## config.mk

```make
export PLATFORM = sky130hd
export DESIGN_NAME = ps2_kbd_rx
export DESIGN_NICKNAME = d
export VERILOG_FILES = /design/src/rtl/ps2_kbd_rx.sv
export SDC_FILE = /design/constraint.sdc
export NUM_CORES = 1
export LEC_CHECK = 0
export ABC_AREA = 1
export CAP_MARGIN = 20
export CORE_UTILIZATION = 60
export DETAILED_ROUTE_END_ITERATION = 6
export GPL_TIMING_DRIVEN = 0
export PLACE_DENSITY = 0.83
export SLEW_MARGIN = 20
export SYNTH_ARGS = -nofsm -noshare
export SYNTH_HDL_FRONTEND = slang
export SYNTH_SLANG_ARGS = --single-unit
```

## constraint.sdc

```tcl
create_clock -name clk -period 5.72 [get_ports clk]
set_input_delay 1.144 -clock clk [delete_from_list [all_inputs] [get_ports clk]]
set_output_delay 1.144 -clock clk [all_outputs]
set_load 0.05 [all_outputs]
```

## src/rtl/ps2_kbd_rx.sv

```systemverilog
// ps2_kbd_rx: PS/2 keyboard receiver front-end.
// The keyboard lines are synchronised and 11-bit frames are deserialised with
// start/parity/stop checking. E0/F0 prefixes are folded into tagged key events,
// which are buffered in a DEPTH-entry FIFO read through a valid/ready port.
// Optional build macro PS2_ASCII_EN adds an 'ascii' output that translates
// the head entry (letters a-z and Enter) combinationally.
module ps2_kbd_rx #(
    parameter int DEPTH       = 8,
    parameter int SYNC_STAGES = 3,
    parameter int TIMEOUT     = 50000
) (
    input  logic                     clk,
    input  logic                     reset,
    input  logic                     ps2_clk,
    input  logic                     ps2_data,
    input  logic                     clear,
    input  logic                     out_ready,
    output logic                     out_valid,
    output logic [7:0]               out_code,
    output logic                     out_break,
    output logic                     out_ext,
    output logic [$clog2(DEPTH):0]   fifo_count,
    output logic                     overflow,
    output logic [7:0]               err_cnt
`ifdef PS2_ASCII_EN
    ,
    output logic [7:0]               ascii
`endif
);

    localparam int AW = $clog2(DEPTH);
    localparam int CW = AW + 1;
    localparam int TW = $clog2(TIMEOUT + 1);

    typedef enum logic [1:0] {
        ST_IDLE    = 2'd0,
        ST_EXT     = 2'd1,
        ST_BRK     = 2'd2,
        ST_EXT_BRK = 2'd3
    } state_t;

    // Synchroniser chains; the last stage is the usable line value
    logic [SYNC_STAGES-1:0] clk_sync_p0;
    logic [SYNC_STAGES-1:0] dat_sync_p0;
    logic                   clk_prev_p0;
    logic                   ps2_fall;
    logic                   ps2_bit;

    // Deserialiser state
    logic [3:0]             bit_cnt;
    logic [TW-1:0]          to_cnt;
    logic [9:0]             frame_bits;
    logic                   last_bit;
    logic                   frame_ok;
    logic                   frame_err;
    logic                   timeout_hit;

    // Byte strobe stage
    logic                   byte_vld_p1;
    logic [7:0]             byte_p1;

    // Prefix decoder
    state_t                 state;
    state_t                 state_nxt;
    logic                   push_req;
    logic [9:0]             push_entry;

    // Push stage
    logic                   push_vld_p2;
    logic [9:0]             push_data_p2;

    // FIFO
    logic [9:0]             mem [DEPTH];
    logic [AW-1:0]          wr_ptr;
    logic [AW-1:0]          rd_ptr;
    logic                   fifo_full;
    logic                   pop;
    logic                   push_ok;
    logic [9:0]             head;

    // Translate a make code into lowercase ASCII; unmapped codes give 0
    function automatic logic [7:0] scan_to_ascii(input logic [7:0] code);
        logic [7:0] a;
        a = 8'h00;
        case (code)
            8'h1C: a = 8'h61; // a
            8'h32: a = 8'h62; // b
            8'h21: a = 8'h63; // c
            8'h23: a = 8'h64; // d
            8'h24: a = 8'h65; // e
            8'h2B: a = 8'h66; // f
            8'h34: a = 8'h67; // g
            8'h33: a = 8'h68; // h
            8'h43: a = 8'h69; // i
            8'h3B: a = 8'h6A; // j
            8'h42: a = 8'h6B; // k
            8'h4B: a = 8'h6C; // l
            8'h3A: a = 8'h6D; // m
            8'h31: a = 8'h6E; // n
            8'h44: a = 8'h6F; // o
            8'h4D: a = 8'h70; // p
            8'h15: a = 8'h71; // q
            8'h2D: a = 8'h72; // r
            8'h1B: a = 8'h73; // s
            8'h2C: a = 8'h74; // t
            8'h3C: a = 8'h75; // u
            8'h2A: a = 8'h76; // v
            8'h1D: a = 8'h77; // w
            8'h22: a = 8'h78; // x
            8'h35: a = 8'h79; // y
            8'h1A: a = 8'h7A; // z
            8'h5A: a = 8'h0D; // Enter
            default: a = 8'h00;
        endcase
        return a;
    endfunction

    // Stage p0: shift raw lines through the synchronisers, remember last clk level
    always_ff @(posedge clk or posedge reset) begin
        if (reset) begin
            clk_sync_p0 <= '1;
            dat_sync_p0 <= '1;
            clk_prev_p0 <= 1'b1;
        end else begin
            clk_sync_p0 <= {clk_sync_p0[SYNC_STAGES-2:0], ps2_clk};
            dat_sync_p0 <= {dat_sync_p0[SYNC_STAGES-2:0], ps2_data};
            clk_prev_p0 <= clk_sync_p0[SYNC_STAGES-1];
        end
    end

    assign ps2_fall    = clk_prev_p0 & ~clk_sync_p0[SYNC_STAGES-1];
    assign ps2_bit     = dat_sync_p0[SYNC_STAGES-1];
    assign last_bit    = ps2_fall && (bit_cnt == 4'd10);
    // bit10 is checked live as it is sampled; frame_bits holds bits 0..9
    assign frame_ok    = ~frame_bits[0] & ps2_bit & (^frame_bits[9:1]);
    assign frame_err   = last_bit && !frame_ok;
    assign timeout_hit = !ps2_fall && (bit_cnt != 4'd0) && (to_cnt == TW'(TIMEOUT));

    // Bit counter and frame watchdog
    always_ff @(posedge clk or posedge reset) begin
        if (reset) begin
            bit_cnt <= 4'd0;
            to_cnt  <= '0;
        end else if (ps2_fall) begin
            to_cnt  <= '0;
            bit_cnt <= (bit_cnt == 4'd10) ? 4'd0 : bit_cnt + 4'd1;
        end else if (bit_cnt == 4'd0) begin
            to_cnt  <= '0;
        end else if (timeout_hit) begin
            to_cnt  <= '0;
            bit_cnt <= 4'd0;
        end else begin
            to_cnt  <= to_cnt + 1'b1;
        end
    end

    // Capture sampled data bits 0..9 of the frame in progress
    always_ff @(posedge clk) begin
        if (ps2_fall && (bit_cnt != 4'd10))
            frame_bits[bit_cnt] <= ps2_bit;
    end

    // Stage p1: byte strobe for a frame that passed all checks
    always_ff @(posedge clk or posedge reset) begin
        if (reset)
            byte_vld_p1 <= 1'b0;
        else
            byte_vld_p1 <= last_bit && frame_ok;
    end

    // Stage p1: received byte payload
    always_ff @(posedge clk) begin
        if (last_bit)
            byte_p1 <= frame_bits[8:1];
    end

    // Saturating frame error counter; clear has priority
    always_ff @(posedge clk or posedge reset) begin
        if (reset)
            err_cnt <= 8'd0;
        else if (clear)
            err_cnt <= 8'd0;
        else if ((frame_err || timeout_hit) && (err_cnt != 8'hFF))
            err_cnt <= err_cnt + 8'd1;
    end

    // Prefix decoder state register
    always_ff @(posedge clk or posedge reset) begin
        if (reset)
            state <= ST_IDLE;
        else
            state <= state_nxt;
    end

    // Prefix decoder next-state logic
    always_comb begin
        state_nxt = state;
        if (byte_vld_p1) begin
            if (byte_p1 == 8'hE0) begin
                if (state == ST_IDLE)
                    state_nxt = ST_EXT;
            end else if (byte_p1 == 8'hF0) begin
                if (state == ST_IDLE)
                    state_nxt = ST_BRK;
                else if (state == ST_EXT)
                    state_nxt = ST_EXT_BRK;
            end else begin
                state_nxt = ST_IDLE;
            end
        end
    end

    // Prefix decoder outputs: event push request and tagged entry
    always_comb begin
        push_req   = byte_vld_p1 && (byte_p1 != 8'hE0) && (byte_p1 != 8'hF0);
        push_entry = {(state == ST_BRK) || (state == ST_EXT_BRK),
                      (state == ST_EXT) || (state == ST_EXT_BRK),
                      byte_p1};
    end

    // Stage p2: registered push request
    always_ff @(posedge clk or posedge reset) begin
        if (reset)
            push_vld_p2 <= 1'b0;
        else
            push_vld_p2 <= push_req;
    end

    // Stage p2: registered event entry
    always_ff @(posedge clk) begin
        if (push_req)
            push_data_p2 <= push_entry;
    end

    assign fifo_full = (fifo_count == CW'(DEPTH));
    assign pop       = out_valid && out_ready;
    assign push_ok   = push_vld_p2 && (!fifo_full || pop);

    // FIFO storage write
    always_ff @(posedge clk) begin
        if (push_ok)
            mem[wr_ptr] <= push_data_p2;
    end

    // FIFO pointers and occupancy
    always_ff @(posedge clk or posedge reset) begin
        if (reset) begin
            wr_ptr     <= '0;
            rd_ptr     <= '0;
            fifo_count <= '0;
        end else begin
            if (push_ok)
                wr_ptr <= wr_ptr + 1'b1;
            if (pop)
                rd_ptr <= rd_ptr + 1'b1;
            case ({push_ok, pop})
                2'b10:   fifo_count <= fifo_count + 1'b1;
                2'b01:   fifo_count <= fifo_count - 1'b1;
                default: fifo_count <= fifo_count;
            endcase
        end
    end

    // Sticky overflow flag; clear has priority
    always_ff @(posedge clk or posedge reset) begin
        if (reset)
            overflow <= 1'b0;
        else if (clear)
            overflow <= 1'b0;
        else if (push_vld_p2 && fifo_full && !pop)
            overflow <= 1'b1;
    end

    // Head entry presented combinationally, zero when empty
    always_comb begin
        head      = mem[rd_ptr];
        out_valid = (fifo_count != '0);
        out_code  = out_valid ? head[7:0] : 8'h00;
        out_ext   = out_valid & head[8];
        out_break = out_valid & head[9];
    end

`ifdef PS2_ASCII_EN
    // ASCII view of the head entry; make codes of plain keys only
    always_comb begin
        ascii = 8'h00;
        if (out_valid && !out_break && !out_ext)
            ascii = scan_to_ascii(out_code);
    end
`endif

endmodule

```

==> reports/results.ini, run 1 <==
[status]
status = finished clean

[finish]
syn2layout_area_growth_pct = 17.0
drive_gt1_share_pct = 9.61
final_cells = 827
layout_commonest_cell = nor2_1
diodes = 0
nNetsFinal = 686
final_cell_mix = 109 x nor2_1, 108 x edfxtp_1, 77 x nand2_1, 66 x inv_1, 56 x o21ai_0

[clock_network]
cts_buffers = 17
cts.clk_slew.worst_paths_ps = 70
clkSinkCount = 158
cts.path.max_buffers = 2
post_cts_buffers = 0
htreeDepth = 4
root_buffer = clkbuf_8
ctsHoldBuffers = 0
cts_resized = 0
tritoncts = built
clk-insertion-delay-late_ps = 540

[timing]
clock.fmax_mhz = 230
layout_setup_ws_ps = 1380
min_period_ps = 4340
hold_viol = 0
grt_setup_unrepaired = no
period_share_pct = 76.0
slew_headroom_pct = 25.5
worstMarginPinSlew_ps = 1110
slew_viol_final = 0
fin_skew_ps = 13.1
final.setup.tns_ps = 0
finalSetupViolCount = 0

[place]
place.gp.congestion = 0.849
dp_hpwl_microns = 9830
placed_cells = 794
port_buffers = 29
place_ws_ps = 2010

[yosys]
synth_top_area_cell = edfxtp_1
syn-cell-area_sq_um = 6750
synth_cell_types = 38
ys_top_cells_by_area = edfxtp_1 48%, dfrtp_1 16%, nor2_1 6.1%
syn_inst = 624
seq_area_frac_synth_pct = 66.7
synthFlopType = edfxtp_1
postSynth.asyncResetShare_pct = 31.6
synth-edff-count = 108
yosys.area.top_type_share_pct = 48.1
synth-seq-cells = 158
avgSynthCellArea_sq_um = 10.8
ys.warnings.count = 0
syn_nets = 636

[detailed_routing]
wl_per_cell_microns = 18.6
drt_iter0_drc = 561
vias = 4907
totalWireLength_microns = 15400
drc_errors = 0
viasPerCell = 5.93
final_antenna_net_count = 0
drt_pass1_iterations = 6

[global_route]
grt_max_degree = 33
track_usage_pct = 28.9
grt_pass1_wl_microns = 24600
overflow = 0
antenna_found_initial = 0
grt_pass1_vias = 4930

[floorplanning]
dieArea_sq_um = 11700
coreArea_sq_um = 10900
die_x_microns = 108
core.rowCount = 38
io_pins = 30
die_h_microns = 108
start_util_pct = 62.0

[critical_path]
r2r_cells = 9
cp-end-kind = output port
ff2ff_setup_slack_ps = 3240
startpoint = rd_ptr[0]$_DFFE_PP0N_
crit_end = out_code[2]
critical_path_arrival_ps = 3200
cp-start-kind = flip-flop
critical_path_required_ps = 4580
critical_path.max_fanout = 10
rr_endpoint = err_cnt[7]$_DFFE_PP0P_
timing.rr.start = clk_prev_p0$_DFF_PP1_
critPathKind = reg2out

[power]
p_per_area_nw_per_um2 = 466
power.leakage_nw = 3.12
finalPower_mw = 3.68
irDropWorstVdd_mv = 0.505

[flow_run]
drv_cap = 0

[worst_hold_path]
hp-class = reg2reg

sequential cells by signal, summed over array words and instances, names as in the netlist:
name / cells
mem: 80
err_cnt: 8
clk_sync_p0: 3
clk_prev_p0: 1
byte_vld_p1: 1
overflow: 1
to_cnt: 16
push_data_p2: 10
fifo_count: 4
rd_ptr: 3
push_vld_p2: 1
byte_p1: 8
wr_ptr: 3
state: 2
bit_cnt: 4
dat_sync_p0: 3
frame_bits: 10
stage by stage:
step / util, % / area, sq um / hold slack (ps)
after detailed placement: 66.5 / 7240 / 355
final: 72.5 / 7890 / 359
after floorplan: - / 6750 / 345
after CTS: 72.4 / 7890 / 360
after global routing: 72.5 / 7890 / 365
after global placement: 66.2 / 7210 / 345
power by group:
| group | internal [mW] | leakage, nW | switching [mW] |
|---|---|---|---|
| Combinational | 0.335 | 1.22 | 0.802 |
| Clock | 0.771 | 0.315 | 0.460 |
| Sequential | 1.26 | 1.59 | 0.0508 |
| Total | 2.37 | 3.12 | 1.31 |
worst max-delay path: stages, from the launching register on:
cell and delay (ps):
dfrtp_1 460, inv_1 160, clkbuf_1 480, nor2_1 100, o22ai_1 220, o21ai_0 150
a31oi_1 240, clkdlybuf4s50_1 860
kinds of logic (layout without fill, tap and decap cells):
group / after synthesis / after routing / share of synthesized area, %
xor gates and xnor gates: 18 / 18 / 2.34
adders and majority gates: 6 / 6 / 1.11
AOI/OAI and AO/OA: 96 / 96 / 7.66
buffers and inverters: 87 / 150 / 4.86
muxes: 1 / 1 / 0.148
DFF: 158 / 158 / 66.7
and+or+nand+nor: 258 / 258 / 17.2
cells in the mapped netlist (9+ instances only):
cell type  count
a21oi_1        9
a31oi_1       11
clkbuf_1      17
dfrtp_1       43
edfxtp_1     108
inv_1         67
nand2_1       77
nand3_1       24
nand4_1       12
nor2_1       109
o21ai_0       56
o22ai_1       11
xor2_1        15
layer usage:
metal	wire (microns)	vias to the layer above	global-route usage, %
met5	0	-	0
met4	374	0	13.8
met3	1040	35	5.67
met2	8310	243	50.1
met1	5700	2412	34.6
li1	-	2217	-
worst min-delay path by stage:
stage	from	to	slack, ps	cells past startpoint
6_report	clk_sync_p0[1]$_DFF_PP1_	clk_sync_p0[2]$_DFF_PP1_	360	0
5_1_grt	clk_sync_p0[0]$_DFF_PP1_	clk_sync_p0[1]$_DFF_PP1_	370	0
4_1_cts	clk_sync_p0[1]$_DFF_PP1_	clk_sync_p0[2]$_DFF_PP1_	360	0
3_5_place_dp	clk_sync_p0[0]$_DFF_PP1_	clk_sync_p0[1]$_DFF_PP1_	350	0
3_3_place_gp	dat_sync_p0[0]$_DFF_PP1_	dat_sync_p0[1]$_DFF_PP1_	350	0
2_1_floorplan	clk_sync_p0[0]$_DFF_PP1_	clk_sync_p0[1]$_DFF_PP1_	350	0
area by class of cell:
| class | instances | area [sq um] |
|---|---|---|
| Fill cell | 675 | 2990 |
| Clock inverter | 12 | 210 |
| Multi-Input combinational cell | 379 | 1920 |
| Inverter | 68 | 255 |
| Clock buffer | 20 | 435 |
| Timing Repair Buffer | 31 | 325 |
| Buffer | 19 | 72.6 |
| Sequential cell | 158 | 4500 |
| Tap cell | 140 | 175 |
(Power assumes the default switching activity.)
==> inputs of run 2 (changes only) <==
- clock period: 5.72 -> 4.3 ns (I/O delays scaled with it)
==> results of run 2 <==
The final DEF is identical to that of run 1. Status: finished clean.
Main changes from that run: setup slack after placement 2010 ps -> 873 ps; setup slack after layout 1380 ps -> 239 ps; register-to-register setup slack 3240 ps -> 1820 ps; total power 3.68 mW -> 4.89 mW; worst IR drop on VDD 0.505 mV -> 0.671 mV
==> inputs of run 3 (changes only) <==
- CAP_MARGIN: 20 -> unset
- REMOVE_ABC_BUFFERS: unset -> 1
==> run 3 against run 2 <==
Clock power fell by 16%; highest routed layer unchanged; non-clock buffer count fell by 20; sequential share of layout area rose by 1.2 points.
==> reports/results.ini, run 3 (synthesis gave the netlist of run 1 again) <==
[detailed_routing]
drt_pass1_iterations = 5
drc_errors = 0
totalWireLength_microns = 12900
vias = 4630
drt_iter0_drc = 282
final_antenna_net_count = 0
viasPerCell = 5.73
wl_per_cell_microns = 16.0

[floorplanning]
core.rowCount = 38
die_h_microns = 108
die_x_microns = 108
coreArea_sq_um = 10900
io_pins = 30
dieArea_sq_um = 11700
start_util_pct = 62.0

[timing]
worstMarginPinSlew_ps = 1010
hold_viol = 0
slew_viol_final = 0
finalSetupViolCount = 0
fin_skew_ps = 12.5
period_share_pct = 95.7
clock.fmax_mhz = 243
grt_setup_unrepaired = no
final.setup.tns_ps = 0
slew_headroom_pct = 32.7
min_period_ps = 4120

[critical_path]
critical_path.max_fanout = 22
rr_endpoint = fifo_count[2]$_DFFE_PP0P_
r2r_cells = 16
slowest_delay_ps = 830
cp_top_family = buffers and inverters
ff2ff_setup_slack_ps = 1890
critPathSlowestCell = clkdlybuf4s50_1
path_common_cell = o21ai_0
cp-end-kind = output port
worstPathCellList = inv_1 > o21ai_0 > o22ai_1 > o21ai_0 > a31oi_1 > clkdlybuf4s50_1
critical_path_arrival_ps = 3260
crit_buf_inv = 2
critPathKind = reg2out
worst-path-stages = 6
cp-start-kind = flip-flop
timing.rr.start = fifo_count[0]$_DFFE_PP0P_
critical_path_required_ps = 3440

[power]
p_sw_mw = 1.66
p_per_area_nw_per_um2 = 585
netSwitchingFraction_pct = 36.6
finalPower_mw = 4.53
internal_power_mw = 2.87
p_clk_share_pct = 30.5
power.leakage_nw = 3.02
p_comb_share_pct = 28.9
p_seq_share_pct = 40.5
irDropWorstVdd_mv = 0.480

[worst_hold_path]
hold_depth = 0
min-delay-start = clk_sync_p0[0]$_DFF_PP1_
hp-class = reg2reg
worstHoldEndpoint = clk_sync_p0[1]$_DFF_PP1_

[finish]
syn2layout_area_growth_pct = 14.7
layout_commonest_cell = edfxtp_1
drive_gt1_share_pct = 10.9
final_cell_area_sq_um = 7740
nNetsFinal = 667
fillCellCount = 722
final_cell_mix = 108 x edfxtp_1, 105 x nor2_1, 77 x nand2_1, 65 x inv_1, 56 x o21ai_0
largest_register_ffs = 80
top_register = mem
diodes = 0
top_regs = mem: 80 flops, to_cnt: 16 flops
final_cells = 808

[place]
place.gp.congestion = 0.859
placed_cells = 775
dp_hpwl_microns = 8010
post_dp_cell_area_sq_um = 7160
port_buffers = 29

[clock_network]
cts_buffers = 17
root_buffer = clkbuf_8
ctsHoldBuffers = 0
htreeDepth = 4
tritoncts = built
post_cts_buffers = 0
cts.path.max_buffers = 2
clk-insertion-delay-late_ps = 530
cts.clk_slew.worst_paths_ps = 70
clkSinkCount = 158

[global_route]
overflow = 0
grt_pass1_wl_microns = 21300
antenna_found_initial = 0
grt_pass1_vias = 4538
grt_max_degree = 44
track_usage_pct = 24.4

[flow_run]
drv_cap = 0

[status]
status = finished clean

-- run 3: worst max path at each step --
stage                                     start           to  slack (ps)
after CTS                 rd_ptr[0]$_DFFE_PP0N_  out_code[2]          50
after global routing      rd_ptr[1]$_DFFE_PP0N_  out_code[6]          10
after global placement    rd_ptr[0]$_DFFE_PP0N_  out_code[5]         -80
after floorplan           rd_ptr[0]$_DFFE_PP0N_  out_code[0]         900
final                     rd_ptr[1]$_DFFE_PP0N_  out_code[2]         180
after detailed placement  rd_ptr[0]$_DFFE_PP0N_  out_code[5]         320
-- run 3: area by class of cell --
cell class	count	area [sq um]	share of cell area, %
Inverter	68	259	3.35
Timing Repair Buffer	30	310	4.01
Tap cell	140	175	2.26
Timing Repair inverter	1	7.51	0.0970
Clock buffer	17	414	5.35
Clock inverter	15	139	1.79
Multi-Input combinational cell	379	1930	24.9
Sequential cell	158	4510	58.2
-- run 3: metal layers --
metal,GRT usage (%),vias up,part of all wire [%]
li1,-,2188,-
met1,28.9,2239,40
met2,42.3,178,52
met3,5.18,25,6.2
met4,12.2,0,2.2
met5,0,-,0
-- run 3: worst reg2reg max path, stage by stage, from the launching register on --
cell and delay (ps):
dfrtp_1 430, nor2_1 70, nand2_1 80, or2_1 470, nand2_2 140, nor2_1 220
inv_1 110, nand2_1 70, nand2_1 40, inv_1 50, ha_1 130, inv_1 40
nand2_1 70, nand2_1 50, o21ai_1 90, xor2_1 170, inv_1 50
-- run 3: stage by stage --
step / hold slack, ps / utilization [%] / setup WS, ps
detailed placement: 347 / 65.8 / 323
global placement: 345 / 65.6 / -80.4
finish: 359 / 71.1 / 184
floorplan: 345 / - / 904
global route: 363 / 71.1 / 9.76
CTS: 361 / 71.0 / 48.0
-- run 3: repair_timing --
action,CTS,global route
pin swaps,0,0
resized for setup,3,1
cloned,1,0
setup endpoints to repair,10,10
-- run 3: power by group through the flow --
stage / Sequential (mW) / Combinational (mW) / Clock [mW]
floorplan: 1.87 / 0.853 / 0
global placement: 1.84 / 1.26 / 0
detailed placement: 1.85 / 1.30 / 0
CTS: 1.83 / 1.31 / 1.39
global route: 1.85 / 1.42 / 1.46
finish: 1.83 / 1.31 / 1.38
==> RTL edit, RTL diff (flow settings as in run 1) <==
The 4 states of `state_t` get a one-hot encoding in 4 bits.
--- a/src/rtl/ps2_kbd_rx.sv
+++ b/src/rtl/ps2_kbd_rx.sv
@@ -33,9 +33,9 @@
     localparam int TW = $clog2(TIMEOUT + 1);
 
-    typedef enum logic [1:0] {
-        ST_IDLE    = 2'd0,
-        ST_EXT     = 2'd1,
-        ST_BRK     = 2'd2,
-        ST_EXT_BRK = 2'd3
+    typedef enum logic [3:0] {
+        ST_IDLE    = 4'b0001,
+        ST_EXT     = 4'b0010,
+        ST_BRK     = 4'b0100,
+        ST_EXT_BRK = 4'b1000
     } state_t;
 
Check against the original RTL: same outputs for any inputs over 10 cycles, from zero or initial values and one cycle with reset high; not proved beyond that.
==> RTL edit against run 1 <==
- first-iteration DRC count is 24% lower
- total power is 1.2% lower
- worst setup slack better by 0.19 ns
- critical path depth stayed put
- synthesized area is 1.1% higher
- sequential share of layout area is 0.48 points higher
- sequential cell count is 2 higher
- cell area is 0.30% higher
- cell count is 1.5% higher
- routed wire length is 9.7% lower
==> RTL edit: results (changes against run 1) <==
Via density 5.74 (-3.2%); Worst EP arrival 3.01 ns (-0.19 ns); hpwl dp 8980 um (-8.7%); Non-Clock Buffer Count 46 (-8.0%); Cell variety after synth 34 (-11%); worst vdd ir 0.464 mV (-8.0%); Synth Area in XOR/XNOR 2.31% (-0.026 points); final wirelength 13900 um (-9.7%); root buffer cell clkbuf_16; register area share after synthesis 66.8% (about the same); commonest cells in the netlist nor2_1 (117), edfxtp_1 (108), nand2_1 (87); #MultiIn Comb 395 (+4.2%); worst slack at placement 2.06 ns (+0.0550 ns); GP Congestion 0.838 (-1.4%); clk_lat worst skew 0.43 ns (-0.11 ns); # nets final 698 (+1.7%); worst hold start clk_sync_p0[0]; Register Area 4550 um2 (+1.1%); Non-clock buffer share 4.68% (-0.36 points); Post-Synth Adder-Cell Area 1.10% (-0.012 points); status finished clean; fraction of synthesized area in multiplexers 0% (-0.15 points); CLK BUF 18 (-10%); DRT Pass-1 Iters 5 (-1); Synth Net Count 649 (+2.0%); Signal inverters 66 (-2.9%); Final Skew 0.0119 ns (-0.00118 ns); Iteration-0 DRC Markers 427 (-24%); number of fill cells 702 (+4.0%); Tot GR Track Use 26.4% (-2.5 points); seq_cells 160 (+1.3%); layout cell share with drive strength beyond 1 8.58% (-1.0 points); setup slack, reg-to-reg 3.29 ns (+0.05 ns); P_leak 3.11 nW (-0.25%); Clock-cell share 7.70% (-0.48 points); worst slew pin tran 1.01 ns (-0.102 ns); largest net degree at the start of global routing 36 (+9.1%); Final WS setup 1.56 ns (+0.186 ns)
RTL edit: final timing paths:
kind	endpoint
max	out_code[2]
min	clk_sync_p0[1]
max reg2reg	err_cnt[7]
min reg2reg	clk_sync_p0[1]
max in group asynchronous	state[0]
min in group asynchronous	fifo_count[3]
RTL edit: per-layer routing:
layer / share of wire [%] / up-vias / global-route usage [%] / routed length [um]
met4: 2.3 / 0 / 11.3 / 315
li1: - / 2282 / - / -
met2: 50 / 211 / 43.4 / 7020
met5: 0 / - / 0 / 0
met1: 41 / 2294 / 34.4 / 5640
met3: 6.8 / 30 / 5.02 / 948
RTL edit: kinds of logic (layout without fill, tap and decap cells):
kind of cell	after synthesis	count (layout)
flops	160	160
fa+ha+maj	6	6
compound gates	100	100
xor+xnor	18	18
simple gates	271	271
buf+inv	82	144
RTL edit: worst reg2reg max path: stages, from the launching register on:
cell     delay, ns
dfstp_2       0.52
inv_1         0.04
nor2_2        0.23
nand3_1       0.23
nor2_1        0.58
nand2_1       0.18
nand2_2       0.20
nand2_2       0.15
nand3_1       0.12
nand2_1       0.06
RTL edit: through the flow:
| stage | total power [mW] | area [um2] | instances | util (%) | hold slack [ns] |
|---|---|---|---|---|---|
| 5_1_grt | 3.79 | 7920 | 839 | 72.4 | 0.364 |
| 4_1_cts | 3.64 | 7920 | 839 | 72.4 | 0.357 |
| 2_1_floorplan | 2.12 | 6820 | 637 | - | 0.345 |
| 3_5_place_dp | 2.48 | 7310 | 807 | 66.8 | 0.347 |
| 3_3_place_gp | 2.44 | 7290 | 806 | 66.6 | 0.347 |
| 6_report | 3.63 | 7920 | 839 | 72.4 | 0.357 |
RTL edit: power breakdown:
part	switching, mW	internal (mW)
logic	0.794	0.346
clock network	0.465	0.693
registers	0.0576	1.28
total	1.32	2.32
